[src/rtl/pcm_stream_out_if.sv]
`default_nettype none
// ============================================================================
// Module      : pcm_stream_out_if
// Description : Sample-stream input handshake and framed PCM output bundle
//               for pcm_stream_out.
//               in_valid/in_ready/in_data/in_sop : interleaved sample beats
//               pcm_fs/pcm_data/pcm_mute         : one frame per fs strobe
//               master : sample source / audio formatter side
//               slave  : pcm_stream_out side
// Revision    : 1.0 - initial release
// ============================================================================
interface pcm_stream_out_if #(
  parameter int CHANNELS   = 2,
  parameter int DATA_WIDTH = 16
);
  logic                           in_valid;
  logic                           in_ready;
  logic [DATA_WIDTH-1:0]          in_data;
  logic                           in_sop;
  logic                           pcm_fs;
  logic [CHANNELS*DATA_WIDTH-1:0] pcm_data;
  logic                           pcm_mute;

  modport master (
    output in_valid, in_data, in_sop,
    input  in_ready, pcm_fs, pcm_data, pcm_mute
  );

  modport slave (
    input  in_valid, in_data, in_sop,
    output in_ready, pcm_fs, pcm_data, pcm_mute
  );
endinterface
`default_nettype wire

[src/rtl/pcm_stream_out.sv]
`default_nettype none
// ============================================================================
// Module      : pcm_stream_out
// Description : Assembles interleaved PCM samples into CHANNELS-wide frames,
//               buffers them in a FIFO and emits one frame per fs period
//               (FS_DIVIDER clk cycles). Preloads PRELOAD frames before
//               playback, mutes and counts underruns, honours a soft mute.
//   clk, reset_n   : clock, asynchronous active-low reset
//   enable         : 1 = run, 0 = flush and idle
//   mute_req       : present zeros (frames are still consumed)
//   clear_status   : clears underrun_count
//   bus (slave)    : sample input handshake and framed PCM output
//   fifo_level     : frames currently buffered
//   underrun_count : saturating underrun event count
// Revision    : 1.0 - initial release
// ============================================================================
module pcm_stream_out #(
  parameter int CHANNELS   = 2,
  parameter int DATA_WIDTH = 16,
  parameter int FIFO_DEPTH = 64,
  parameter int FS_DIVIDER = 128,
  parameter int PRELOAD    = 8
) (
  input  wire                          clk,
  input  wire                          reset_n,
  input  wire                          enable,
  input  wire                          mute_req,
  input  wire                          clear_status,
  pcm_stream_out_if.slave              bus,
  output logic [$clog2(FIFO_DEPTH):0]  fifo_level,
  output logic [15:0]                  underrun_count
);

  localparam int c_ptr_w   = $clog2(FIFO_DEPTH);
  localparam int c_lvl_w   = c_ptr_w + 1;
  localparam int c_idx_w   = (CHANNELS > 1) ? $clog2(CHANNELS) : 1;
  localparam int c_div_w   = $clog2(FS_DIVIDER);
  localparam int c_frame_w = CHANNELS * DATA_WIDTH;

  typedef enum logic [1:0] {
    ST_IDLE  = 2'd0,
    ST_PRIME = 2'd1,
    ST_PLAY  = 2'd2
  } state_t;

  state_t               r_state;
  logic [c_div_w-1:0]   r_div;
  logic [c_idx_w-1:0]   r_idx;
  logic [c_frame_w-1:0] r_asm;
  logic [c_frame_w-1:0] r_mem [FIFO_DEPTH];
  logic [c_ptr_w-1:0]   r_wr_ptr;
  logic [c_ptr_w-1:0]   r_rd_ptr;
  logic [c_lvl_w-1:0]   r_level;
  logic                 r_in_ready;
  logic                 r_fs;
  logic [c_frame_w-1:0] r_pcm;
  logic                 r_mute;
  logic [15:0]          r_urun;

  logic                 w_accept;
  logic [c_idx_w-1:0]   w_slot;
  logic                 w_last;
  logic                 w_push;
  logic                 w_tick;
  logic                 w_pop;
  logic                 w_underrun;
  logic [c_frame_w-1:0] w_frame;
  logic [c_frame_w-1:0] w_head;
  logic [c_lvl_w-1:0]   w_level_next;

  // in_ready is registered and already reflects "enable && not full", so a
  // beat can only be accepted when there is room for its frame.
  assign w_accept = bus.in_valid && r_in_ready && enable;
  // A start-of-packet beat always lands in channel 0, discarding any partial.
  assign w_slot   = bus.in_sop ? '0 : r_idx;
  assign w_last   = (w_slot == c_idx_w'(CHANNELS - 1));
  assign w_push   = w_accept && w_last;
  assign w_tick   = enable && (r_div == c_div_w'(FS_DIVIDER - 1));

  // Pop/underrun decisions use the level before any push on the same edge.
  assign w_pop      = w_tick && (((r_state == ST_PRIME) && (r_level >= c_lvl_w'(PRELOAD))) ||
                                 ((r_state == ST_PLAY)  && (r_level != '0)));
  assign w_underrun = w_tick && (r_state == ST_PLAY) && (r_level == '0);
  assign w_head     = r_mem[r_rd_ptr];

  always_comb begin
    w_frame = r_asm;
    w_frame[int'(w_slot)*DATA_WIDTH +: DATA_WIDTH] = bus.in_data;
  end

  always_comb begin
    w_level_next = r_level;
    if (w_push && !w_pop) begin
      w_level_next = r_level + c_lvl_w'(1);
    end else if (!w_push && w_pop) begin
      w_level_next = r_level - c_lvl_w'(1);
    end
  end

  // Frame storage carries no reset; validity is tracked by the pointers.
  always_ff @(posedge clk) begin
    if (w_push) begin
      r_mem[r_wr_ptr] <= w_frame;
    end
  end

  always_ff @(posedge clk or negedge reset_n) begin
    if (!reset_n) begin
      r_state    <= ST_IDLE;
      r_div      <= '0;
      r_idx      <= '0;
      r_asm      <= '0;
      r_wr_ptr   <= '0;
      r_rd_ptr   <= '0;
      r_level    <= '0;
      r_in_ready <= 1'b0;
      r_fs       <= 1'b0;
      r_pcm      <= '0;
      r_mute     <= 1'b1;
      r_urun     <= '0;
    end else begin
      if (!enable) begin
        r_state    <= ST_IDLE;
        r_div      <= '0;
        r_idx      <= '0;
        r_wr_ptr   <= '0;
        r_rd_ptr   <= '0;
        r_level    <= '0;
        r_in_ready <= 1'b0;
        r_fs       <= 1'b0;
        r_pcm      <= '0;
        r_mute     <= 1'b1;
      end else begin
        r_fs  <= w_tick;
        r_div <= w_tick ? '0 : r_div + c_div_w'(1);

        if (w_accept) begin
          if (w_last) begin
            r_idx <= '0;
          end else begin
            r_idx <= w_slot + c_idx_w'(1);
            r_asm <= w_frame;
          end
        end

        if (w_push) r_wr_ptr <= r_wr_ptr + c_ptr_w'(1);
        if (w_pop)  r_rd_ptr <= r_rd_ptr + c_ptr_w'(1);
        r_level    <= w_level_next;
        r_in_ready <= (w_level_next < c_lvl_w'(FIFO_DEPTH));

        case (r_state)
          ST_IDLE: r_state <= ST_PRIME;
          ST_PRIME, ST_PLAY: begin
            if (w_tick) begin
              if (w_pop) begin
                // A soft mute still consumes the frame to keep the stream timed.
                r_pcm   <= mute_req ? '0 : w_head;
                r_mute  <= mute_req;
                r_state <= ST_PLAY;
              end else begin
                r_pcm  <= '0;
                r_mute <= 1'b1;
                if (r_state == ST_PLAY) r_state <= ST_PRIME;
              end
            end
          end
          default: r_state <= ST_IDLE;
        endcase
      end

      if (clear_status) begin
        r_urun <= w_underrun ? 16'd1 : 16'd0;
      end else if (w_underrun && (r_urun != 16'hFFFF)) begin
        r_urun <= r_urun + 16'd1;
      end
    end
  end

  assign bus.in_ready   = r_in_ready;
  assign bus.pcm_fs     = r_fs;
  assign bus.pcm_data   = r_pcm;
  assign bus.pcm_mute   = r_mute;
  assign fifo_level     = r_level;
  assign underrun_count = r_urun;

endmodule
`default_nettype wire

[src/flat_wrapper.sv]
// flat-port wrapper written by rule: the top's interface ports become plain ports
module pcm_stream_out_flat 
#(
  parameter int CHANNELS   = 2,
  parameter int DATA_WIDTH = 16,
  parameter int FIFO_DEPTH = 64,
  parameter int FS_DIVIDER = 128,
  parameter int PRELOAD    = 8
)
  (clk, reset_n, enable, mute_req, clear_status, fifo_level, underrun_count, bus_in_valid, bus_in_data, bus_in_sop, bus_in_ready, bus_pcm_fs, bus_pcm_data, bus_pcm_mute);
  pcm_stream_out_if #(.CHANNELS(CHANNELS), .DATA_WIDTH(DATA_WIDTH)) bus_i ();
  input  wire clk;
  input  wire reset_n;
  input  wire enable;
  input  wire mute_req;
  input  wire clear_status;
  output logic [$clog2(FIFO_DEPTH):0] fifo_level;
  output logic [15:0] underrun_count;
  input wire logic [$bits(bus_i.in_valid)-1:0] bus_in_valid;
  input wire logic [$bits(bus_i.in_data)-1:0] bus_in_data;
  input wire logic [$bits(bus_i.in_sop)-1:0] bus_in_sop;
  output wire logic [$bits(bus_i.in_ready)-1:0] bus_in_ready;
  output wire logic [$bits(bus_i.pcm_fs)-1:0] bus_pcm_fs;
  output wire logic [$bits(bus_i.pcm_data)-1:0] bus_pcm_data;
  output wire logic [$bits(bus_i.pcm_mute)-1:0] bus_pcm_mute;
  assign bus_i.in_valid = bus_in_valid;
  assign bus_i.in_data = bus_in_data;
  assign bus_i.in_sop = bus_in_sop;
  assign bus_in_ready = bus_i.in_ready;
  assign bus_pcm_fs = bus_i.pcm_fs;
  assign bus_pcm_data = bus_i.pcm_data;
  assign bus_pcm_mute = bus_i.pcm_mute;
  pcm_stream_out #(.CHANNELS(CHANNELS), .DATA_WIDTH(DATA_WIDTH), .FIFO_DEPTH(FIFO_DEPTH), .FS_DIVIDER(FS_DIVIDER), .PRELOAD(PRELOAD)) u_core (.clk(clk), .reset_n(reset_n), .enable(enable), .mute_req(mute_req), .clear_status(clear_status), .bus(bus_i), .fifo_level(fifo_level), .underrun_count(underrun_count));
endmodule
[config.mk]
export PLATFORM = sky130hd
export DESIGN_NAME = pcm_stream_out_flat
export DESIGN_NICKNAME = d
export VERILOG_FILES = /design/src/rtl/pcm_stream_out_if.sv /design/src/rtl/pcm_stream_out.sv /design/src/flat_wrapper.sv
export SDC_FILE = /design/constraint.sdc
export NUM_CORES = 2
export LEC_CHECK = 0
export ABC_CLOCK_PERIOD_IN_PS = 3700
export CORE_ASPECT_RATIO = 0.7
export CORE_UTILIZATION = 39
export DETAILED_ROUTE_END_ITERATION = 16
export RECOVER_POWER = 100
export SETUP_SLACK_MARGIN = 0.2
export SLEW_MARGIN = 20
export SYNTH_ARGS = -nofsm -noshare
export SYNTH_HDL_FRONTEND = slang
export SYNTH_SLANG_ARGS = --single-unit
[constraint.sdc]
create_clock -name clk -period 3.7 [get_ports clk]
set_input_delay 0.37 -clock clk [delete_from_list [all_inputs] [get_ports clk]]
set_output_delay 0.37 -clock clk [all_outputs]
set_load 0.03 [all_outputs]
==> results.md <==
* Worst-case clock buffer depth at 4
* Register bit count reported by yosys at roughly 2200
* Final Max Slew Viols at around 360
* Number of nets at the end of the flow at between 4000 and 5000
* H-tree depth reported by CTS at 4
* Instance count along the most critical hold path at 3
* Most common library cell in the layout ignoring fill and taps: edfxtp_1
* Adder-cell share of the synthesized area at less than 1%
* Final design utilization at a little under half
* Violations in the final reports: capacitance limit, slew limit
* Hold crit path type: input port to register
* Delay of the slowest cell on the worst path at between 1000 and 1500 ps
* Worst EP required at 4070 ps
* Final sum of negative setup slack at 0 ps
* CTS resizes at 0
* Iteration count of the initial detailed-routing pass at 7
* Count of flip-flops with a built-in enable after synthesis at 2048
* Period minus WS final at about 3400 ps
* Max capacitance violation total at 7
* Fill cell instance count of the final layout at 17600
* Worst-case clock skew at 34.7 ps
* Horiz. Die Dim at 554 um
* Dominant delay contributor by cell family on the critical path: buffers and inverters
* Overall routing resource usage at between 20% and 30%
* Worst-path maximum fanout at 64
* Number of placement rows at 141
* Half-perimeter wire length of the detailed placement result at between 100000 and 150000 um
* Reg clk slew, reported paths at about 60 ps
* IR Drop Worst-Case VDD at 0.365 mV
* Share of final-layout standard cells stronger than drive strength 1 at approximately 28%
* CP cell instances: nor2b_1, buf_12, mux2_2, buf_2
* Post-synthesis compound-gate area fraction at between 2 and 2.5%
* PortBufs at 80
* Capturing point of the worst reg2reg path: u_core.r_mem[55][25]
* Maximum frequency from static timing analysis at roughly 300 MHz
* CP Launch Type: register
* Syn Std Cell Area at slightly above 80000 sq um
* Post-synthesis mux area share at 16.7%
* Cell count of the worst reg-to-reg path at 4
* Count of endpoints failing setup in the final report at 0
* Starting density of the core at ~40%
* Hold worst-path end: u_core.r_idx
* Post-detailed-route count of antenna-violating nets at 0
* WL/cell at 32.0 um
* Total vias in the final route at roughly 41000
* Placer Congestion at between 0.8 and 0.9
* Boundary Pins at 81
* Vertical die dimension at ~390 um
* Count of cell types in the netlist at 59
* Die area at 215000 sq um
* Unrepaired setup endpoints after global routing: false
* Clock tree from TritonCTS: built
* Avg Synthesized Cell Area at 22.4 sq um
* Total count of hold-check failures in the final report at 0
* Main combinational cell family by area after synthesis: multiplexers
* Start point of the worst hold path: bus_in_valid
* Instance count on the critical path at 4
* Final Routed Wirelength at 223000 um
* Total buffers and inverters traversed by the critical path at 2
* Via count of the first global-routing pass at slightly below 40000
* Lkg Pwr at around 31 nW
* Antenna violations before repair at 12
* Startpoint-to-endpoint class of the critical path: register to register
* Largest net degree at the start of global routing at slightly below 70
* Net count after synthesis at between 3000 and 4000
* Simple-gate portion of the synthesized area at ~1.9%
* Power Density at ~500 nW/um^2
* Post-route DRC violation count at 0
* Flip-flop cell with the highest count after synthesis: edfxtp_1
* Synth warnings at 0
* Sequential cell area at about 64000 sq um
* Register-to-register path setup slack at between 200 and 300 ps
* Max stage delay cell, worst path: buf_2
* # Post-CTS Setup Buffers at 0
* Post-Syn Instances at between 3000 and 4000
* Detail-routed via count per cell at 5.88
* Relative max-transition margin at -29.4%
* Floorplan Core Area at ~210000 sq um
* Area growth, synth to finish at 15.1%
* Most used cells in the layout excluding fill and tap cells: 2048 x edfxtp_1, 570 x mux4_2, 205 x clkbuf_16
* Post-route fraction of the period consumed by the critical path at just over 90%
* Wire length of the first global-routing pass at between 300000 and 400000 um
* Worst Setup End Kind: register
* Xor and xnor fraction of the mapped netlist area at 0.137%
* Number of clock sinks at between 2000 and 2500
* DR iter-0 viols at around 6000
* Beginning of the worst register-to-register path: u_core.r_idx
* Actual slew at the worst max-slew pin at ~1900 ps
* Result of the run: complete, but fails checks
* Share of the yosys chip area belonging to registers at around 77%
* Root buffer selected by CTS: clkbuf_16
* Total grt overflow at 0
* Ys async rst share at between 5 and 6%
* Skew-Pair Late Insertion Delay at ~840 ps
* Num CTS Buffers at between 200 and 250
* Arrival time at the worst endpoint at about 3800 ps
* Area occupied by multi-input gates at ~18000 sq um
worst max path at each step:
| stage | start | to | slack, ps |
|---|---|---|---|
| 3_5_place_dp | bus_in_valid | u_core.r_mem[9][2] | 330 |
| 6_report | u_core.r_idx | u_core.r_mem[55][25] | 290 |
| 2_1_floorplan | u_core.bus.in_ready | u_core.r_mem[63][0] | 110 |
| 5_1_grt | u_core.r_idx | u_core.r_mem[15][22] | 210 |
| 3_3_place_gp | bus_in_sop | u_core.r_mem[15][1] | 370 |
| 4_1_cts | u_core.r_rd_ptr[0] | u_core.bus.pcm_data[4] | 560 |
cell usage after synthesis, types with 9 or more instances:
cell       count  share of area, %
a21oi_1       49              0.30
a221oi_1      34              0.36
a22oi_1      100              0.90
a31oi_1       32              0.24
buf_1         33              0.15
buf_2         65              0.39
buf_4         13              0.12
clkbuf_1     112              0.51
dfrtp_1      111               3.3
edfxtp_1    2048                74
ha_1          10              0.15
inv_1         10             0.045
mux2_2        53              0.72
mux2i_1       45              0.54
mux4_2       570                15
nand2_1      109              0.49
nand3_1       43              0.26
nand4_1        9             0.068
nor2_1        99              0.45
nor2b_1       10             0.075
o2111ai_1     15              0.16
o211ai_1      15              0.14
o21ai_0       14             0.084
or3_1         14              0.11
power by group:
group | total (mW) | internal [mW] | switching [mW]
logic | 0.786 | 0.127 | 0.659
clock network | 20.3 | 11.4 | 8.91
registers | 26.9 | 26.8 | 0.0259
area by class of cell:
type / count / share of cell area (%)
Multi-Input combinational cell: 1308 / 18.8
Clock inverter: 109 / 1.02
Antenna cell: 4 / 0.0105
Timing Repair Buffer: 355 / 3.58
Tap cell: 2788 / 3.65
Sequential cell: 2160 / 67.3
Clock buffer: 248 / 5.57
Inverter: 10 / 0.0393
timing repair:
action | CTS | global route
hold endpoints to repair | 66 | 0
hold buffers | 1 | 0
endpoints found under the setup margin | 0 | 0
logic make-up (layout without fill, tap and decap cells):
kind of cell | after synthesis | after routing
AO/OA/AOI/OAI | 286 | 286
XOR/XNOR | 13 | 13
adder cells (fa/ha/maj) | 10 | 10
buffers and inverters | 235 | 722
flip-flops | 2160 | 2160
multiplexers | 668 | 668
other | 0 | 4
AND/OR/NAND/NOR | 331 | 331
through the flow:
step	setup WS (ps)	std cells	hold slack, ps	instance area [sq um]	power [mW]
3_5_place_dp	326	6620	365	90300	28.2
4_1_cts	557	6978	116	96600	48.3
6_report	289	6982	341	95600	47.9
2_1_floorplan	107	3703	74.4	83100	27.7
3_3_place_gp	366	6620	361	90300	28.1
5_1_grt	214	6978	329	95600	49.2
tightest hold or removal path, stage by stage:
cell             delay, ps
clkdlybuf4s50_1        470
a21oi_1                220
nor3_1                  60
flip-flops by register name, indices dropped and copies added, names as in the netlist:
signal                 count
u_core.bus.in_ready        1
u_core.bus.pcm_data       32
u_core.r_mem            2048
u_core.bus.pcm_mute        1
u_core.r_wr_ptr            6
u_core.r_rd_ptr            6
u_core.r_div               7
u_core.underrun_count     16
u_core.r_asm              32
u_core.fifo_level          7
u_core.r_state             2
u_core.r_idx               1
u_core.bus.pcm_fs          1
per-layer routing:
layer  GRT usage [%]  part of all wire (%)  vias to the layer above
met2            27.9                    42                     2031
met5               0                     0                        -
met3            4.94                    11                      248
met1            32.7                    44                    22300
li1                -                     -                    16400
met4            5.40                   2.7                        0
No activity file was read; power rests on OpenSTA's default activity.
